===== src/rtl/timer_counter_pkg.sv =====
// Shared definitions for the timer_counter peripheral: register map,
// CTRL bit positions, mode codes and FSM state encoding.
package timer_counter_pkg;

  localparam logic [1:0] TC_CTRL   = 2'd0;
  localparam logic [1:0] TC_PRESET = 2'd1;
  localparam logic [1:0] TC_COUNT  = 2'd2;

  localparam int CTRL_EN      = 0;
  localparam int CTRL_MODE_LO = 1;
  localparam int CTRL_MODE_HI = 2;
  localparam int CTRL_IM      = 3;

  localparam logic [1:0] MODE_ONESHOT = 2'd0;
  localparam logic [1:0] MODE_RELOAD  = 2'd1;

  typedef enum logic [1:0] {
    ST_IDLE = 2'd0,
    ST_LOAD = 2'd1,
    ST_CNT  = 2'd2,
    ST_INT  = 2'd3
  } tc_state_e;

endpackage


===== src/rtl/timer_counter_if.sv =====
// Bridge-side bus between the CPU bridge (master) and the timer (slave),
// including the interrupt line back to the CPU.
interface timer_counter_if #(
  parameter int CNT_W = 32
);
  logic [1:0]       Addr;
  logic             WE;
  logic [CNT_W-1:0] DIn;
  logic [CNT_W-1:0] DOut;
  logic             IRQ;

  modport master (output Addr, WE, DIn, input DOut, IRQ);
  modport slave  (input Addr, WE, DIn, output DOut, IRQ);
endinterface


===== src/rtl/timer_counter.sv =====
// Memory-mapped down-counting timer with one-shot and auto-reload modes,
// a sticky interrupt flag and a maskable IRQ output.
module timer_counter
  import timer_counter_pkg::*;
#(
  parameter int CNT_W = 32
) (
  input  logic            clk,
  input  logic            reset,
  timer_counter_if.slave  bus
);

  tc_state_e        state_q, state_d;
  logic [3:0]       ctrl_q, ctrl_d;
  logic [CNT_W-1:0] preset_q, preset_d;
  logic [CNT_W-1:0] count_q, count_d;
  logic             irq_flag_q, irq_flag_d;

  logic             en_s;
  logic [1:0]       mode_s;
  logic             cnt_gt1_s;
  logic             ctrl_wr_s;
  logic             preset_wr_s;

  assign en_s        = ctrl_q[CTRL_EN];
  assign mode_s      = ctrl_q[CTRL_MODE_HI:CTRL_MODE_LO];
  assign cnt_gt1_s   = (count_q > CNT_W'(1));
  assign ctrl_wr_s   = bus.WE && (bus.Addr == TC_CTRL);
  assign preset_wr_s = bus.WE && (bus.Addr == TC_PRESET);

  // State and register file update with synchronous active-low reset
  always_ff @(posedge clk) begin
    if (!reset) begin
      state_q    <= ST_IDLE;
      ctrl_q     <= 4'h0;
      preset_q   <= '0;
      count_q    <= '0;
      irq_flag_q <= 1'b0;
    end else begin
      state_q    <= state_d;
      ctrl_q     <= ctrl_d;
      preset_q   <= preset_d;
      count_q    <= count_d;
      irq_flag_q <= irq_flag_d;
    end
  end

  // Next-state decode
  always_comb begin
    state_d = state_q;
    case (state_q)
      ST_IDLE: begin
        if (en_s) state_d = ST_LOAD;
        else      state_d = ST_IDLE;
      end
      ST_LOAD: state_d = ST_CNT;
      ST_CNT: begin
        if (!en_s)          state_d = ST_IDLE;
        else if (cnt_gt1_s) state_d = ST_CNT;
        else                state_d = ST_INT;
      end
      ST_INT: begin
        if (mode_s == MODE_RELOAD) state_d = ST_LOAD;
        else                       state_d = ST_IDLE;
      end
      default: state_d = ST_IDLE;
    endcase
  end

  // Register next values; software CTRL write beats the FSM enable clear,
  // while the FSM flag set beats the software flag clear
  always_comb begin
    ctrl_d     = ctrl_q;
    preset_d   = preset_q;
    count_d    = count_q;
    irq_flag_d = irq_flag_q;

    if (ctrl_wr_s || preset_wr_s) irq_flag_d = 1'b0;
    else                          irq_flag_d = irq_flag_q;

    case (state_q)
      ST_LOAD: count_d = preset_q;
      ST_CNT: begin
        if (!en_s) begin
          count_d = count_q;
        end else if (cnt_gt1_s) begin
          count_d = count_q - CNT_W'(1);
        end else begin
          count_d    = '0;
          irq_flag_d = 1'b1;
        end
      end
      ST_INT: begin
        if (mode_s == MODE_RELOAD) irq_flag_d = 1'b0;
        else                       ctrl_d[CTRL_EN] = 1'b0;
      end
      default: count_d = count_q;
    endcase

    if (ctrl_wr_s)   ctrl_d   = bus.DIn[3:0];
    else             ctrl_d   = ctrl_d;
    if (preset_wr_s) preset_d = bus.DIn;
    else             preset_d = preset_q;
  end

  // Read mux and masked interrupt output
  always_comb begin
    bus.IRQ = irq_flag_q & ctrl_q[CTRL_IM];
    case (bus.Addr)
      TC_CTRL:   bus.DOut = {{(CNT_W-4){1'b0}}, ctrl_q};
      TC_PRESET: bus.DOut = preset_q;
      TC_COUNT:  bus.DOut = count_q;
      default:   bus.DOut = '0;
    endcase
  end

endmodule


===== src/flat_wrapper.sv =====
// flat-port wrapper written by rule: the top's interface ports become plain ports
module timer_counter_flat import timer_counter_pkg::*;
#(
  parameter int CNT_W = 32
)
  (clk, reset, bus_Addr, bus_WE, bus_DIn, bus_DOut, bus_IRQ);
  timer_counter_if #(.CNT_W(CNT_W)) bus_i ();
  input  logic clk;
  input  logic reset;
  input wire logic [$bits(bus_i.Addr)-1:0] bus_Addr;
  input wire logic [$bits(bus_i.WE)-1:0] bus_WE;
  input wire logic [$bits(bus_i.DIn)-1:0] bus_DIn;
  output wire logic [$bits(bus_i.DOut)-1:0] bus_DOut;
  output wire logic [$bits(bus_i.IRQ)-1:0] bus_IRQ;
  assign bus_i.Addr = bus_Addr;
  assign bus_i.WE = bus_WE;
  assign bus_i.DIn = bus_DIn;
  assign bus_DOut = bus_i.DOut;
  assign bus_IRQ = bus_i.IRQ;
  timer_counter #(.CNT_W(CNT_W)) u_core (.clk(clk), .reset(reset), .bus(bus_i));
endmodule

===== config.mk =====
export PLATFORM = sky130hd
export DESIGN_NAME = timer_counter_flat
export DESIGN_NICKNAME = d
export VERILOG_FILES = /design/src/rtl/timer_counter_pkg.sv /design/src/rtl/timer_counter_if.sv /design/src/rtl/timer_counter.sv /design/src/flat_wrapper.sv
export SDC_FILE = /design/constraint.sdc
export NUM_CORES = 1
export LEC_CHECK = 0
export CAP_MARGIN = 25
export CORE_UTILIZATION = 57
export DETAILED_ROUTE_END_ITERATION = 8
export GPL_TIMING_DRIVEN = 0
export PLACE_DENSITY = 0.86
export RECOVER_POWER = 25
export SYNTH_ARGS = -nofsm -noshare
export SYNTH_HDL_FRONTEND = slang
export SYNTH_SLANG_ARGS = --single-unit

===== constraint.sdc =====
create_clock -name clk -period 5.8 [get_ports clk]
set_input_delay 1.16 -clock clk [delete_from_list [all_inputs] [get_ports clk]]
set_output_delay 1.16 -clock clk [all_outputs]
set_load 0.005 [all_outputs]

### Yosys cells after proc, flatten, opt, wreduce, memory -nomap -nowiden

Cells that the tools add are included.

* bits in registers: 71
* input bits: 37
* output and inout bits: 33
* logic and storage cells: 43

* add/subtract/negate cells: 1
* $lt $le $gt $ge: 1
* eq/ne operators: 8
* muxes and demuxes: 17
* bitwise gates (word level): 1
* reduce and logical (&&, ||, !) cells: 9

Operator list (count)
* $pmux 32 s3: 1
* $mux 32: 2
* $pmux 32 s2: 1
* $gt 32x1->1 const B: 1
* $sub 32x1->32 const B: 1
* $mux 1: 10
* $pmux 2 s4: 1
* $eq 2x1->1 const B: 3
* $eq 2x2->1 const B: 3
* $logic_not 2->1: 2
* $ne 2x1->1 const B: 2
* $reduce_and 2->1: 2
* $reduce_bool 2->1: 2
* $logic_and 1x1->1: 2
* $mux 2: 1
* $pmux 1 s2: 1
* $and 1x1->1: 1
* $logic_or 1x1->1: 1

### Longest topological paths before layout

Gate-level depths: netlist of run 1.

* depth in word-level cells: 7
* gate-level depth with buffers: 10
* depth with buffers taken out: 8

### Worst setup path after synthesis of run 1

Ideal clock, no wire load.

* path type: input-to-output
* start point: input bus_Addr[1]
* end point: output bus_DOut[11]
* arrival: 2.337 ns
* data required time: 4.640 ns
* path slack: 2.303 ns
* stages on the path: 5
* path buffers: 3
* cell sequence: clkbuf_1 > nor2b_1 > clkbuf_1 > buf_1 > a22o_1

* word-level cells in the longest chain between the ends: 2
* elaborated cells between the ends (all ways): 4
* those cells by class: eq/ne (2); mux (1); reduce/logical (1)

Ends and longest elaborated chain
* start: declaration: RTL line flat_wrapper.sv:10 `input wire logic [$bits(bus_i.Addr)-1:0] bus_Addr;`
* $eq 2x2->1 (tied with other cells): RTL line timer_counter.sv:109 `case (bus.Addr)`
* $pmux 32 s3 (*): RTL line timer_counter.sv:109
* end: declaration: RTL line flat_wrapper.sv:13 `output wire logic [$bits(bus_i.DOut)-1:0] bus_DOut;`

Mark *: on every way between the ends. The rest lies on a longest branch, timed or not.

### Worst setup path in the final report of run 1

* start point: input bus_Addr[0]
* end point: output bus_DOut[22]

The elaborated chain is that of the path after synthesis.

==> flow_metrics.tcl, run 1 <==
set metrics [dict create \
    synth_simple_gate_area_share_pct 24.4 \
    crit_arrival_ns 3.89 \
    avgRoutedWirePerCell_um 21.6 \
    rsz0062_at_grt "false" \
    async_reset_ff_share_pct 0 \
    gp_congestion 0.950 \
    first_global_vias 4276 \
    ios 70 \
    pre_cts_ws_ns 0.894 \
    drc 5 \
    period_share_pct 87.0 \
    drt-initial-drc-count 513 \
    worstMarginPinSlew_ns 0.796 \
    ys.flop_type "dfxtp_1" \
    synth_edf_count 0 \
    r2r_cells 10 \
    crit_required_ns 4.64 \
    period_minus_slack_ns 5.05 \
    vias_per_cell 6.84 \
    gr-total-overflow 0 \
    grt_first_pass_wirelength_um 22300 \
    dieArea_sq_um 7140 \
    min_path_cells 2 \
    clock_path_buffers 2 \
    antenna_found_initial 0 \
    r2r_start "u_core.count_q[0]" \
    r2r-end "u_core.count_q[25]" \
    cts_setup_buffers 0 \
    cts_max_level 3 \
    final-max-slew-violation-count 0 \
    cts_tree "done" \
    start_util_pct 60.0 \
    startpoint_type "primary input" \
    muxShareOfSynthArea_pct 2.94 \
    synth_xor_area_share_pct 0.678 \
    syn_nets 541 \
    maxCapViolations 0 \
    cts-root-buf "clkbuf_8" \
    critPathMaxFanout 10 \
    tns_ns 0 \
    path_class "in -> out" \
    synth-seq-cells 71 \
    synth-compound-area-share_pct 28.9 \
    final_hold_viol_count 0 \
    clk_pin_slew_worst_paths_ns 0.07 \
    hold_class "reg -> reg" \
    dieHeight_um 84.5 \
    seq_area_frac_synth_pct 36.7 \
    cts_made_buffers 9 \
    finalSetupViolations 0 \
    final.setup.worst_slack_ns 0.753 \
    clock_skew_ns 0.00679 \
    rows 29 \
    drtAntennaViolNets 0 \
    clock_latency_ns 0.36 \
    die_w_um 84.5 \
    portBuffers 68 \
    netlist_instances 502 \
    dr.pass1.iters 8 \
    yosysUniqueCellTypes 59 \
    end_kind "output pin" \
    dpl.hpwl_um 10000 \
    r2r_slack_ns 2.86 \
    core_sq_um 6460 \
    antenna_cells 0 \
    clock.fmax_ghz 0.198 \
    synth.cell_area_sq_um 3880 \
    maxSlewHeadroom_pct 46.9 \
    synth.avg_cell_area_sq_um 7.72 \
    endpoint "bus_DOut[22]" \
    synth_top_family_by_area "compound AO/OA/AOI/OAI gates" \
    clkSinkCount 71 \
    grt_use_total_pct 41.0 \
    grt_max_degree 12 \
    synthAdderAreaFrac_pct 0.645 \
    synth_warnings 0 \
    post_cts_resized 0 \
    drive_gt1_share_pct 4.62 \
    cp-startpoint "bus_Addr[0]" \
    drt-total-wl_um 14300 \
    p_leak_nw 1.71 \
    num_vias 4522 \
    fin_nets 620 \
    hold_buffers 0 \
    ir_worst_vdd_uv 155 \
    area_growth_pct 24.3 \
    violations "design-rule violations" \
    p_per_area_nw_per_um2 218 \
    status "finished, violations left" \
]
==> worst max-delay path, stage by stage <==
cell             delay [ns]
clkdlybuf4s50_1        0.51
nor2b_1                0.15
clkbuf_1               0.61
clkbuf_1               0.66
a22o_1                 0.29
clkdlybuf4s50_1        0.51
==> synth_stat cells, drive strengths merged (2+ instances only) <==
cell	number	area, sq um
o221ai	2	17.5
nand3	12	60.1
o32ai	3	26.3
nand4	5	31.3
a22o	29	254
and3	3	18.8
nand2b	3	18.8
or3	6	42.5
or4	6	48.8
a32o	6	60.1
nor2	25	96.4
a211oi	2	15.0
nor2b	5	31.3
o21a	3	22.5
xor2	2	17.5
o41ai	2	17.5
and2	5	31.3
nand2	100	378
mux2i	8	80.1
a21o	3	22.5
clkbuf	31	116
o21ai	28	140
a21oi	55	275
a22oi	4	30.0
a31oi	4	25.0
mux2	3	33.8
nor4	12	75.1
o31ai	3	22.5
nor3	10	55.1
ha	2	25.0
o22ai	2	12.5
a32oi	13	114
buf	10	62.6
inv	9	33.8
dfxtp	71	1420
==> logic make-up after synthesis <==
family                   count (synthesis)
buffers and inverters                   51
flip-flops                              71
adder cells (fa/ha/maj)                  2
AND/OR/NAND/NOR                        198
XOR/XNOR                                 3
multiplexers                            11
AO/OA/AOI/OAI                          166
==> report_power, final <==
| part | switching (mW) | internal [mW] |
|---|---|---|
| Sequential | 0.0108 | 0.498 |
| Combinational | 0.0900 | 0.0599 |
| Clock | 0.186 | 0.204 |
==> per-stage QoR <==
step | hold WS (ns) | cells | util [%] | total power, mW | cell area (sq um)
5_1_grt | 0.501 | 661 | 74.6 | 1.08 | 4820
4_1_cts | 0.479 | 661 | 74.9 | 1.04 | 4840
3_5_place_dp | 0.468 | 647 | 72.1 | 0.664 | 4650
2_1_floorplan | 0.446 | 502 | - | 0.596 | 3880
6_report | 0.479 | 661 | 74.6 | 1.05 | 4820
3_3_place_gp | 0.455 | 647 | 72.1 | 0.661 | 4650
==> cell usage in the layout (no fill, tap or decap), drive strengths merged, types with 8 or more instances in the layout <==
| cell | netlist | routed |
|---|---|---|
| a21oi | 55 | 55 |
| mux2i | 8 | 8 |
| clkdlybuf4s50 | 0 | 67 |
| nand2 | 100 | 100 |
| clkbuf | 31 | 45 |
| a32oi | 13 | 13 |
| inv | 9 | 9 |
| o21ai | 28 | 28 |
| nor2 | 25 | 25 |
| dfxtp | 71 | 71 |
| nor4 | 12 | 12 |
| nand3 | 12 | 12 |
| nor3 | 10 | 10 |
| a22o | 29 | 29 |
==> routing by layer <==
metal  vias to the layer above  global-route usage, %  part of all wire (%)
met3                        75                   11.5                    12
met5                         -                      0                     0
met1                      2099                   51.0                    39
li1                       2009                      -                     -
met4                         0                   22.0                   4.6
met2                       339                   64.7                    45
==> state kept, by name (all words and copies together), names as in the netlist <==
register	cells
u_core.count_q	32
u_core.ctrl_q	4
u_core.irq_flag_q	1
u_core.preset_q	32
u_core.state_q	2
==> layout make-up <==
type	instances	area, sq um
Fill cell	522	1640
Multi-Input combinational cell	380	2230
Clock buffer	10	138
Inverter	9	33.8
Tap cell	77	96.3
Clock inverter	4	47.5
Buffer	42	170
Sequential cell	71	1420
Timing Repair Buffer	68	681
==> how the worst min path moves through the flow <==
stage	startpoint	end	slack (ns)
4_1_cts	u_core.preset_q[3]	u_core.preset_q[3]	0.48
2_1_floorplan	u_core.preset_q[17]	u_core.preset_q[17]	0.45
6_report	u_core.preset_q[11]	u_core.preset_q[11]	0.48
3_5_place_dp	u_core.preset_q[3]	u_core.preset_q[3]	0.47
3_3_place_gp	u_core.preset_q[18]	u_core.preset_q[18]	0.46
5_1_grt	u_core.preset_q[3]	u_core.preset_q[3]	0.50
Power figures use the tool's default switching activity.
==> inputs of run 2 (changes only) <==
--- a/config.mk
+++ b/config.mk
@@ -8,7 +8,6 @@
 export CAP_MARGIN = 25
 export CORE_UTILIZATION = 57
 export DETAILED_ROUTE_END_ITERATION = 8
-export GPL_TIMING_DRIVEN = 0
 export PLACE_DENSITY = 0.86
 export RECOVER_POWER = 25
 export SYNTH_ARGS = -nofsm -noshare
==> constraint.sdc (replaced) <==
create_clock -name clk -period 5.85 [get_ports clk]
set_input_delay 1.17 -clock clk [delete_from_list [all_inputs] [get_ports clk]]
set_output_delay 1.17 -clock clk [all_outputs]
set_load 0.005 [all_outputs]
==> flow_metrics.tcl, run 2 (synthesized netlist as in run 1, its figures left out) <==
set metrics [dict create \
    status "finished, violations left" \
    violations "design-rule violations" \
    r2r_start "u_core.state_q[0]" \
    grt_use_total_pct 32.7 \
    dr.pass1.iters 7 \
    p_per_area_nw_per_um2 223 \
    clock_latency_ns 0.35 \
    clock.fmax_ghz 0.230 \
    grt_max_degree 60 \
    rsz0062_at_grt "false" \
    hold_start "u_core.preset_q[13]" \
    final.setup.worst_slack_ns 1.50 \
    gp_congestion 0.879 \
    crit_required_ns 4.68 \
    period_minus_slack_ns 4.35 \
    final-max-slew-violation-count 0 \
    min_path_cells 2 \
    crit_arrival_ns 3.18 \
    clock_path_buffers 2 \
    fin_util_pct 73.7 \
    path_class "in -> out" \
    first_global_vias 3840 \
    cts-root-buf "clkbuf_8" \
    dieHeight_um 84.5 \
    tns_ns 0 \
    power_mw 1.06 \
    r2r-end "u_core.count_q[25]" \
    hold_buffers 0 \
    final_hold_viol_count 0 \
    period_share_pct 74.4 \
    grt_first_pass_wirelength_um 18700 \
    cts_setup_buffers 0 \
    dieArea_sq_um 7140 \
    clkSinkCount 71 \
    antenna_cells 0 \
    startpoint_type "primary input" \
    drt-initial-drc-count 462 \
    slowest_delay_ns 0.76 \
    worstMarginPinSlew_ns 1.26 \
    core_sq_um 6460 \
    dp_cells 610 \
    post_cts_resized 0 \
    dpl.hpwl_um 7150 \
    drtAntennaViolNets 0 \
    vias_per_cell 6.54 \
    hold_class "reg -> reg" \
    rows 29 \
    end_kind "output pin" \
    slowest_stage "dlygate4sd3_1" \
    num_vias 4105 \
    fin_area_sq_um 4760 \
    cts_max_level 3 \
    r2r_cells 6 \
    ir_worst_vdd_uv 161 \
    crit_path_cell_trace "dlygate4sd3_1, nor2b_2, buf_4, a22o_1, clkdlybuf4s50_1" \
    avgRoutedWirePerCell_um 17.9 \
    start_util_pct 60.0 \
    drt-total-wl_um 11200 \
    portBuffers 69 \
    reg.largest.list "u_core.count_q: 32 flops, u_core.preset_q: 32 flops, u_core.ctrl_q: 4 flops" \
    layout_common_cells "nand2_1 (99), dfxtp_1 (71), clkdlybuf4s50_1 (67), a21oi_1 (55), a22o_1 (29)" \
    clock_skew_ns 0.00781 \
    r2r_slack_ns 1.95 \
    drive_gt1_share_pct 5.99 \
    cts_made_buffers 9 \
    hold-path-endpoint "u_core.preset_q[13]" \
    fin_nets 585 \
    pre_cts_ws_ns 1.61 \
    p_leak_nw 1.69 \
    hold_ws_ns 0.476 \
    maxCapViolations 0 \
    dpl_cell_area_sq_um 4520 \
    area_growth_pct 22.8 \
    finalNonFillerCells 628 \
    cts_tree "done" \
    die_w_um 84.5 \
    antenna_found_initial 0 \
    layout_commonest_cell "nand2_1" \
    drc 10 \
    ios 70 \
    critPathMaxFanout 28 \
    gr-total-overflow 0 \
    clk_pin_slew_worst_paths_ns 0.08 \
    finalSetupViolations 0 \
    maxSlewHeadroom_pct 15.7 \
]
==> run 2: final cells by class <==
type,instances,area (sq um)
Clock buffer,12,165
Clock inverter,4,52.6
Fill cell,511,1700
Inverter,9,33.8
Multi-Input combinational cell,380,2230
Sequential cell,71,1420
Tap cell,77,96.3
Timing Repair Buffer,75,759
==> run 2: how the worst max path moves through the flow <==
stage / from / end / depth (start not counted)
final: bus_Addr[1] / bus_DOut[19] / 5
after global placement: bus_Addr[1] / bus_DOut[18] / 5
after CTS: bus_Addr[1] / bus_DOut[19] / 5
after detailed placement: bus_Addr[1] / bus_DOut[21] / 5
after global routing: bus_Addr[1] / bus_DOut[13] / 5
after floorplan: bus_Addr[1] / bus_DOut[11] / 5
==> run 2: power breakdown <==
group | switching, mW | leakage [nW] | internal [mW]
clock network | 0.190 | 0.101 | 0.232
registers | 0.0114 | 0.575 | 0.493
logic | 0.0751 | 1.02 | 0.0596
total | 0.277 | 1.69 | 0.785
==> run 2: layer usage <==
layer	GRT usage, %	wire (um)
met3	7.96	861
met4	12.5	182
met5	0	0
met2	52.8	5350
met1	42.4	4810
==> run 2: worst max-delay path, delay by kind of cell <==
kind                   cells  cell delay (ns)
AND/OR/NAND/NOR            1             0.21
buffers and inverters      3             1.57
AO/OA/AOI/OAI              1             0.21
==> inputs of run 3 (changes only) <==
--- a/config.mk
+++ b/config.mk
@@ -6,9 +6,9 @@
 export NUM_CORES = 1
 export LEC_CHECK = 0
 export CAP_MARGIN = 25
-export CORE_UTILIZATION = 57
+export CORE_UTILIZATION = 48
 export DETAILED_ROUTE_END_ITERATION = 8
-export PLACE_DENSITY = 0.86
+export PLACE_DENSITY = 0.77
 export RECOVER_POWER = 25
 export SYNTH_ARGS = -nofsm -noshare
 export SYNTH_HDL_FRONTEND = slang
==> constraint.sdc (replaced) <==
create_clock -name clk -period 3.75 [get_ports clk]
set_input_delay 0.75 -clock clk [delete_from_list [all_inputs] [get_ports clk]]
set_output_delay 0.75 -clock clk [all_outputs]
set_load 0.005 [all_outputs]
==> flow_metrics.tcl, run 3 (synthesized netlist as in run 1, its figures left out) <==
set metrics [dict create \
    status "completed" \
    cp.depth 5 \
    drt-initial-drc-count 359 \
    cts_setup_buffers 0 \
    slowest_stage "clkdlybuf4s50_1" \
    grt_max_degree 38 \
    antenna_cells 0 \
    vias_per_cell 6.18 \
    p_leak_nw 1.71 \
    path_class "in -> out" \
    critPathMostFrequentCell "clkdlybuf4s50_1" \
    layout_common_cells "nand2_1 (99), dfxtp_1 (71), clkdlybuf4s50_1 (67), a21oi_1 (54), a22o_1 (29)" \
    r2r_cells 6 \
    avgRoutedWirePerCell_um 17.1 \
    clock_skew_ns 0.00960 \
    antenna_found_initial 0 \
    finalSetupViolations 0 \
    hold_buffers 0 \
    clk_pin_slew_worst_paths_ns 0.08 \
    cts_tree "done" \
    rows 32 \
    dieHeight_um 91.9 \
    critPathMaxFanout 34 \
    period_minus_slack_ns 3.23 \
    period_share_pct 86.2 \
    dieArea_sq_um 8440 \
    worstMarginPinSlew_ns 1.25 \
    maxSlewHeadroom_pct 16.8 \
    drt-total-wl_um 11300 \
    fin_util_pct 61.9 \
    switchingPower_mw 0.419 \
    gr-total-overflow 0 \
    pwr-share-comb_pct 14.2 \
    startpoint_type "primary input" \
    hold_class "reg -> reg" \
    multi_input_area_sq_um 2240 \
    final-max-slew-violation-count 0 \
    final.setup.worst_slack_ns 0.517 \
    area_growth_pct 24.0 \
    cp_num_buf_inv 3 \
    rsz0062_at_grt "false" \
    layout_commonest_cell "nand2_1" \
    pre_cts_ws_ns 0.530 \
    swShare_pct 27.1 \
    core_sq_um 7770 \
    crit_required_ns 3.00 \
    reg.largest.list "u_core.count_q: 32 flops, u_core.preset_q: 32 flops, u_core.ctrl_q: 4 flops" \
    first_global_vias 3869 \
    clock.fmax_ghz 0.309 \
    p_int_mw 1.12 \
    seqPwrFrac_pct 51.0 \
    drive_gt1_share_pct 6.61 \
    clock_latency_ns 0.35 \
    die_w_um 91.9 \
    cts-root-buf "clkbuf_8" \
    clkSinkCount 71 \
    gp_congestion 0.916 \
    regArea_sq_um 1420 \
    tns_ns 0 \
    slowest_delay_ns 0.60 \
    clock_path_buffers 2 \
    fill_cells 718 \
    dr.pass1.iters 5 \
    fin_nets 595 \
    drtAntennaViolNets 0 \
    final_hold_viol_count 0 \
    clkPwrFrac_pct 34.8 \
    min_path_cells 2 \
    cts_made_buffers 9 \
    crit_arrival_ns 2.48 \
    dpl.hpwl_um 7540 \
    maxCapViolations 0 \
    crit_path_cell_trace "clkdlybuf4s50_1, nor2b_2, buf_12, a22o_1, clkdlybuf4s50_1" \
    ir_worst_vdd_uv 168 \
    drc 0 \
    hold_ws_ns 0.469 \
    grt_use_total_pct 27.8 \
    start_util_pct 49.9 \
    cpLargestDelayFamily "buffers and inverters" \
    post_cts_resized 0 \
    ios 70 \
    grt_first_pass_wirelength_um 18900 \
    end_kind "output pin" \
    portBuffers 69 \
    num_vias 4093 \
    cts_max_level 3 \
    p_per_area_nw_per_um2 321 \
]
run 3: cell count changes in the layout (fill, tap and decap cells not counted), sizes merged:
| cell | change |
|---|---|
| bufinv | -1 |
| buf | +8 |
| clkinv | +1 |
| clkinvlp | -3 |
| clkbuf | +4 |
run 3: layer usage:
layer  share of wire [%]  wire [um]  track usage (%)
met1                  46       5180             37.9
met2                  46       5220             44.8
met5                   0          0                0
met4                 1.4        160             8.85
met3                 6.8        775             4.64
run 3: final timing paths:
check,start,to,slack [ns]
max reg2reg,u_core.count_q[20],u_core.count_q[10],0.86
max,bus_Addr[0],bus_DOut[9],0.52
min,u_core.preset_q[18],u_core.preset_q[18],0.47
min reg2reg,u_core.preset_q[18],u_core.preset_q[18],0.47
run 3: per-stage QoR:
step	total power [mW]	cells	area (sq um)
2_1_floorplan	0.923	502	3880
4_1_cts	1.55	662	4820
6_report	1.54	662	4810
5_1_grt	1.60	662	4810
3_5_place_dp	1.02	647	4660
3_3_place_gp	1.01	647	4660
run 3: power groups by stage:
stage | clock, mW | combinational [mW] | sequential (mW)
finish | 0.536 | 0.220 | 0.786
global route | 0.575 | 0.239 | 0.787
CTS | 0.543 | 0.219 | 0.785
detailed placement | 0 | 0.217 | 0.803
global placement | 0 | 0.213 | 0.802
floorplan | 0 | 0.125 | 0.797
run 3: worst min-delay path, cell delays in order (launching register included):
cell and delay, ns:
dfxtp_1 0.32, nand2_1 0.05, a21oi_1 0.05
run 3: final cells by class:
class | instances | share of cell area [%]
clock buffers | 14 | 3.17
clock inverters | 1 | 0.104
multi-input cells | 380 | 46.7
flip-flops and latches | 71 | 29.6
well taps | 102 | 2.65
repair buffers | 85 | 17.1
inverters | 9 | 0.703
==> edit 1 (config.mk and constraints of run 2) <==
Make the reset (`reset`) asynchronous in one clocked block. Comments in the files are not updated.
--- a/src/rtl/timer_counter.sv
+++ b/src/rtl/timer_counter.sv
@@ -31,3 +31,3 @@
   // State and register file update with synchronous active-low reset
-  always_ff @(posedge clk) begin
+  always_ff @(posedge clk or negedge reset) begin
     if (!reset) begin
Function: differs if reset is asserted again (counterexample within 4 cycles, from zero or initial values and one cycle with reset low); with reset held inactive, the same outputs for 4 cycles.
==> edit 1 against run 2 <==
The run ends with max-capacitance violations, max-slew violations left; cell area is 3.8% higher; global-route usage is 3.0 points lower; cell count fell by 11%; maximum frequency decreased by 6.5%; sequential cell count did not move; synthesized area up 4.5%; first-iteration DRC count shrank 26%; utilization is 1.4 points lower; setup slack got worse by 0.30 ns; wire length is 5.9% lower.
Power is not compared: it rests on default switching activity, and its combinational part moved more than twofold at a synthesized area within 25%.
==> edit 1: results (changes against run 2) <==
Timing
The maximum operating frequency is 214.7 MHz (-6.5%). The final max-slew violation count was 72 (+72). The slew at the pin closest to its max-slew limit is 3.799 ns (+2.535 ns).

Outcome
The flow ran to the end, but the final reports show violations. The checks that failed: max-capacitance violations, max-slew violations.

Placement
The half-perimeter wire length after placement was 7080 microns (-0.97%). The instance area at placement is 4772 sq um (+5.5%). The final weighted congestion of routability-driven global placement was 0.8762 (-0.32%).

Cells and area
The final-layout fill cell count is 517 (+1.2%). The final non-filler cell total is 558 (-11%). The fraction of layout instances using a drive strength above 1 is 13.42% (+7.4 points).

GRT
The met3 routing resource usage after global routing is 4.667% (-3.3 points). The via count of the first global-routing pass is 3,536 (-7.9%). The global-route wire length before repair is 17,200 microns (-8.0%). The largest net degree at the start of global routing is 72 (+20%). The met1 track demand over resource came to 39.77% (-2.7 points).

Route
The routed wire length on met3 came to 675 microns (-22%). The via density per instance was 6.557 (+0.32%). The wire length per cell after detailed routing is 18.92 microns (+5.9%).

The met2 layer wire length in the routed design is 5122 microns (-4.3%). The routed length on met1 is 4539 microns (-5.7%). The length of the first detailed-routing pass in iterations came to 5 (-2). The number of violations reported at the end of detailed-routing iteration 0 came to 342 (-26%).

Job
The max capacitance violation total is 1 (+1).

Setup path
The cell with the largest stage delay on the worst path is sky130_fd_sc_hd__clkdlybuf4s50_1. The endpoint identified for the worst register-to-register timing path is u_core.count_q[20]. The endpoint arrival time on the critical path came to 3.49 ns (+0.31 ns).

Yosys
The count of distinct cell types in the synthesized netlist came to 48 (-19%). The synthesized area per cell is 9.985 sq um (+29%). The total nets after synthesis came to 445 (-18%).

Worst hold path
The cell count of the worst hold path was 1 (-1). The path with the worst hold slack has its endpoint at u_core.count_q[10]. The hold path startpoint is u_core.count_q[10].
## edit 1: cell types whose count changed after synthesis, moves of 6 or more
cell	change
sky130_fd_sc_hd__a21oi_1	-47
sky130_fd_sc_hd__a32o_1	-6
sky130_fd_sc_hd__dfrtp_1	+71
sky130_fd_sc_hd__dfxtp_1	-71
sky130_fd_sc_hd__mux2_2	+32
sky130_fd_sc_hd__nand2_1	-71
sky130_fd_sc_hd__nand3_1	-7
sky130_fd_sc_hd__nor2_1	-15
sky130_fd_sc_hd__nor3_1	+14
sky130_fd_sc_hd__o22ai_1	+9
sky130_fd_sc_hd__o2bb2ai_1	+14
sky130_fd_sc_hd__or3_1	+6
## edit 1: final cells by class
cell class / count / area share, %
repair buffers: 76 / 14.86
well taps: 96 / 2.431
flip-flops and latches: 71 / 35.96
inverters: 10 / 0.7597
clock inverters: 3 / 0.3545
multi-input cells: 289 / 42.42
clock buffers: 13 / 3.216
## edit 1: cell families after synthesis
kind of cell             synth area share (%)
multiplexers                            11.45
AO/OA/AOI/OAI                           25.43
AND/OR/NAND/NOR                         13.86
buffers and inverters                   4.599
adder cells (fa/ha/maj)                0.6172
flip-flops                              43.83
XOR/XNOR                               0.2161
## edit 1: worst max-delay path by stage
| stage | startpoint | end |
|---|---|---|
| global route | reset | u_core.preset_q[16] |
| floorplan | bus_Addr[1] | bus_DOut[10] |
| global placement | bus_Addr[1] | bus_DOut[12] |
| finish | bus_Addr[1] | bus_DOut[12] |
| CTS | bus_Addr[1] | bus_DOut[12] |
| detailed placement | bus_Addr[1] | bus_DOut[12] |
## edit 1: power by group
part,switching (mW),internal (mW),total (mW)
logic,0.433,0.415,0.848
registers,0.244,0.658,0.902
clock network,0.187,0.176,0.363
total,0.864,1.25,2.11
==> edit 2 (settings of run 2) <==
Made on the original files. `CNT_W` is set to 32 in 3 places; all go to 24.
--- a/src/rtl/timer_counter_if.sv
+++ b/src/rtl/timer_counter_if.sv
@@ -3,3 +3,3 @@
 interface timer_counter_if #(
-  parameter int CNT_W = 32
+  parameter int CNT_W = 24
 );
--- a/src/rtl/timer_counter.sv
+++ b/src/rtl/timer_counter.sv
@@ -5,3 +5,3 @@
 #(
-  parameter int CNT_W = 32
+  parameter int CNT_W = 24
 ) (
--- a/src/flat_wrapper.sv
+++ b/src/flat_wrapper.sv
@@ -3,3 +3,3 @@
 #(
-  parameter int CNT_W = 32
+  parameter int CNT_W = 24
 )
Ports: changed (resized bus_DIn and bus_DOut); port bits go from 70 to 54. No check against the original RTL was run, so the function may have changed too.
==> edit 2 against run 2 <==
Cell area decreased by 22%; sequential cell count decreased by 16; worst hold slack improved by 0.0023 ns; maximum frequency increased by 5.9%; synthesized area decreased by 20%; setup slack improved by 0.24 ns; power decreased by 30%; wire length decreased by 26%; cell count decreased by 20%; critical path type unchanged; highest routed layer unchanged.
==> edit 2: results (changes against run 2) <==
Outcome
The run finished with clean final reports.

Clock network
The number of clock buffers inserted by TritonCTS is 5 (-4). The total number of H-tree levels is 2 (-1).

Cells and area
The final non-filler cell total is 503 (-20%). The final-layout fill cell count is 429 (-16%). The net count of the finished layout is 463 (-21%).

In the final layout, the registers with the most flip-flops are u_core.count_q x24, u_core.preset_q x24, u_core.ctrl_q x4. The area of the multi-input gates is 1789 sq um (-20%). The fraction of layout instances using a drive strength above 1 was 5.774% (-0.22 points).

GRT
The global routing usage summed across all routing layers came to 30.53% (-2.2 points). The largest net degree at the start of global routing was 29 (-52%). The via count of the first global-routing pass is 2,775 (-28%).

The met2 global-route usage is 47.02% (-5.7 points). The global-route wire length before repair is 13,080 microns (-30%). The met3 routing resource usage after global routing came to 3.307% (-4.7 points). The met1 track demand over resource is 43.07% (+0.62 points).

Placement
The instance area at placement is 3628 sq um (-20%). The final weighted congestion of routability-driven global placement is 0.9032 (+2.8%). The half-perimeter wire length after placement is 5732 microns (-20%). The placement-stage worst setup slack came to 1.724 ns (+0.1142 ns).

The cell total after placement came to 494 (-19%).

Pwr
The clock power share came to 35.4% (-4.4 points). The combinational power is 0.0914 mW (-32%).

Yosys
The fraction of synthesized cell area in xor and xnor cells came to 0.2836% (-0.39 points). The total nets after synthesis was 429 (-21%). The post-synthesis instance total is 398 (-21%). By area the synthesized netlist is led by sky130_fd_sc_hd__dfxtp_1, sky130_fd_sc_hd__nand2_1, sky130_fd_sc_hd__a21oi_1, sky130_fd_sc_hd__a22o_1, sky130_fd_sc_hd__clkbuf_1. Ranked by instance count, the synthesized netlist is headed by sky130_fd_sc_hd__nand2_1, sky130_fd_sc_hd__dfxtp_1, sky130_fd_sc_hd__a21oi_1, sky130_fd_sc_hd__clkbuf_1, sky130_fd_sc_hd__nor2_1.

The adder-cell area share of the yosys netlist was 0.8104% (+0.17 points). The portion of netlist area occupied by mux cells is 3.241% (+0.31 points). The synthesized-area fraction occupied by ao, oa, aoi and oai cells is 27.63% (-1.3 points).

Route
The number of violations reported at the end of detailed-routing iteration 0 is 333 (-28%). The total via count after detailed routing is 3,227 (-21%). The met2 layer wire length in the routed design is 3745 microns (-30%). The routed length on met1 is 3614 microns (-25%).

Setup path
The maximum fanout encountered on the critical timing path is 20 (-29%). The delay of the slowest critical-path stage was 0.64 ns (-0.12 ns).

Timing
The slew at the pin closest to its max-slew limit is 1.318 ns (+0.05410 ns). The setup skew after layout is 0.004450 ns (-0.003356 ns).
==> edit 2: cell count changes after synthesis, sizes merged, moves of 6 or more <==
cell          run 2  this run
dfxtp            71        55
nand2           100        84
a21oi            55        41
o21ai            28        18
a22o             29        20
a32oi            13         6
or3               6         0
==> edit 2: worst paths after layout <==
kind	depth (start not counted)	slack (ns)	endpoint	startpoint
setup / recovery	5	1.74	bus_DOut[22]	bus_Addr[1]
hold / removal	2	0.48	u_core.preset_q[22]	u_core.preset_q[22]
setup reg to reg	5	3.12	u_core.count_q[13]	u_core.count_q[4]
hold reg to reg	2	0.48	u_core.preset_q[22]	u_core.preset_q[22]
==> edit 2: final cells by class <==
class	instances	share of cell area (%)
clock inverters	2	0.9447
inverters	5	0.5061
clock buffers	6	2.227
multi-input cells	304	48.25
well taps	70	2.362
repair buffers	61	16.03
flip-flops and latches	55	29.69
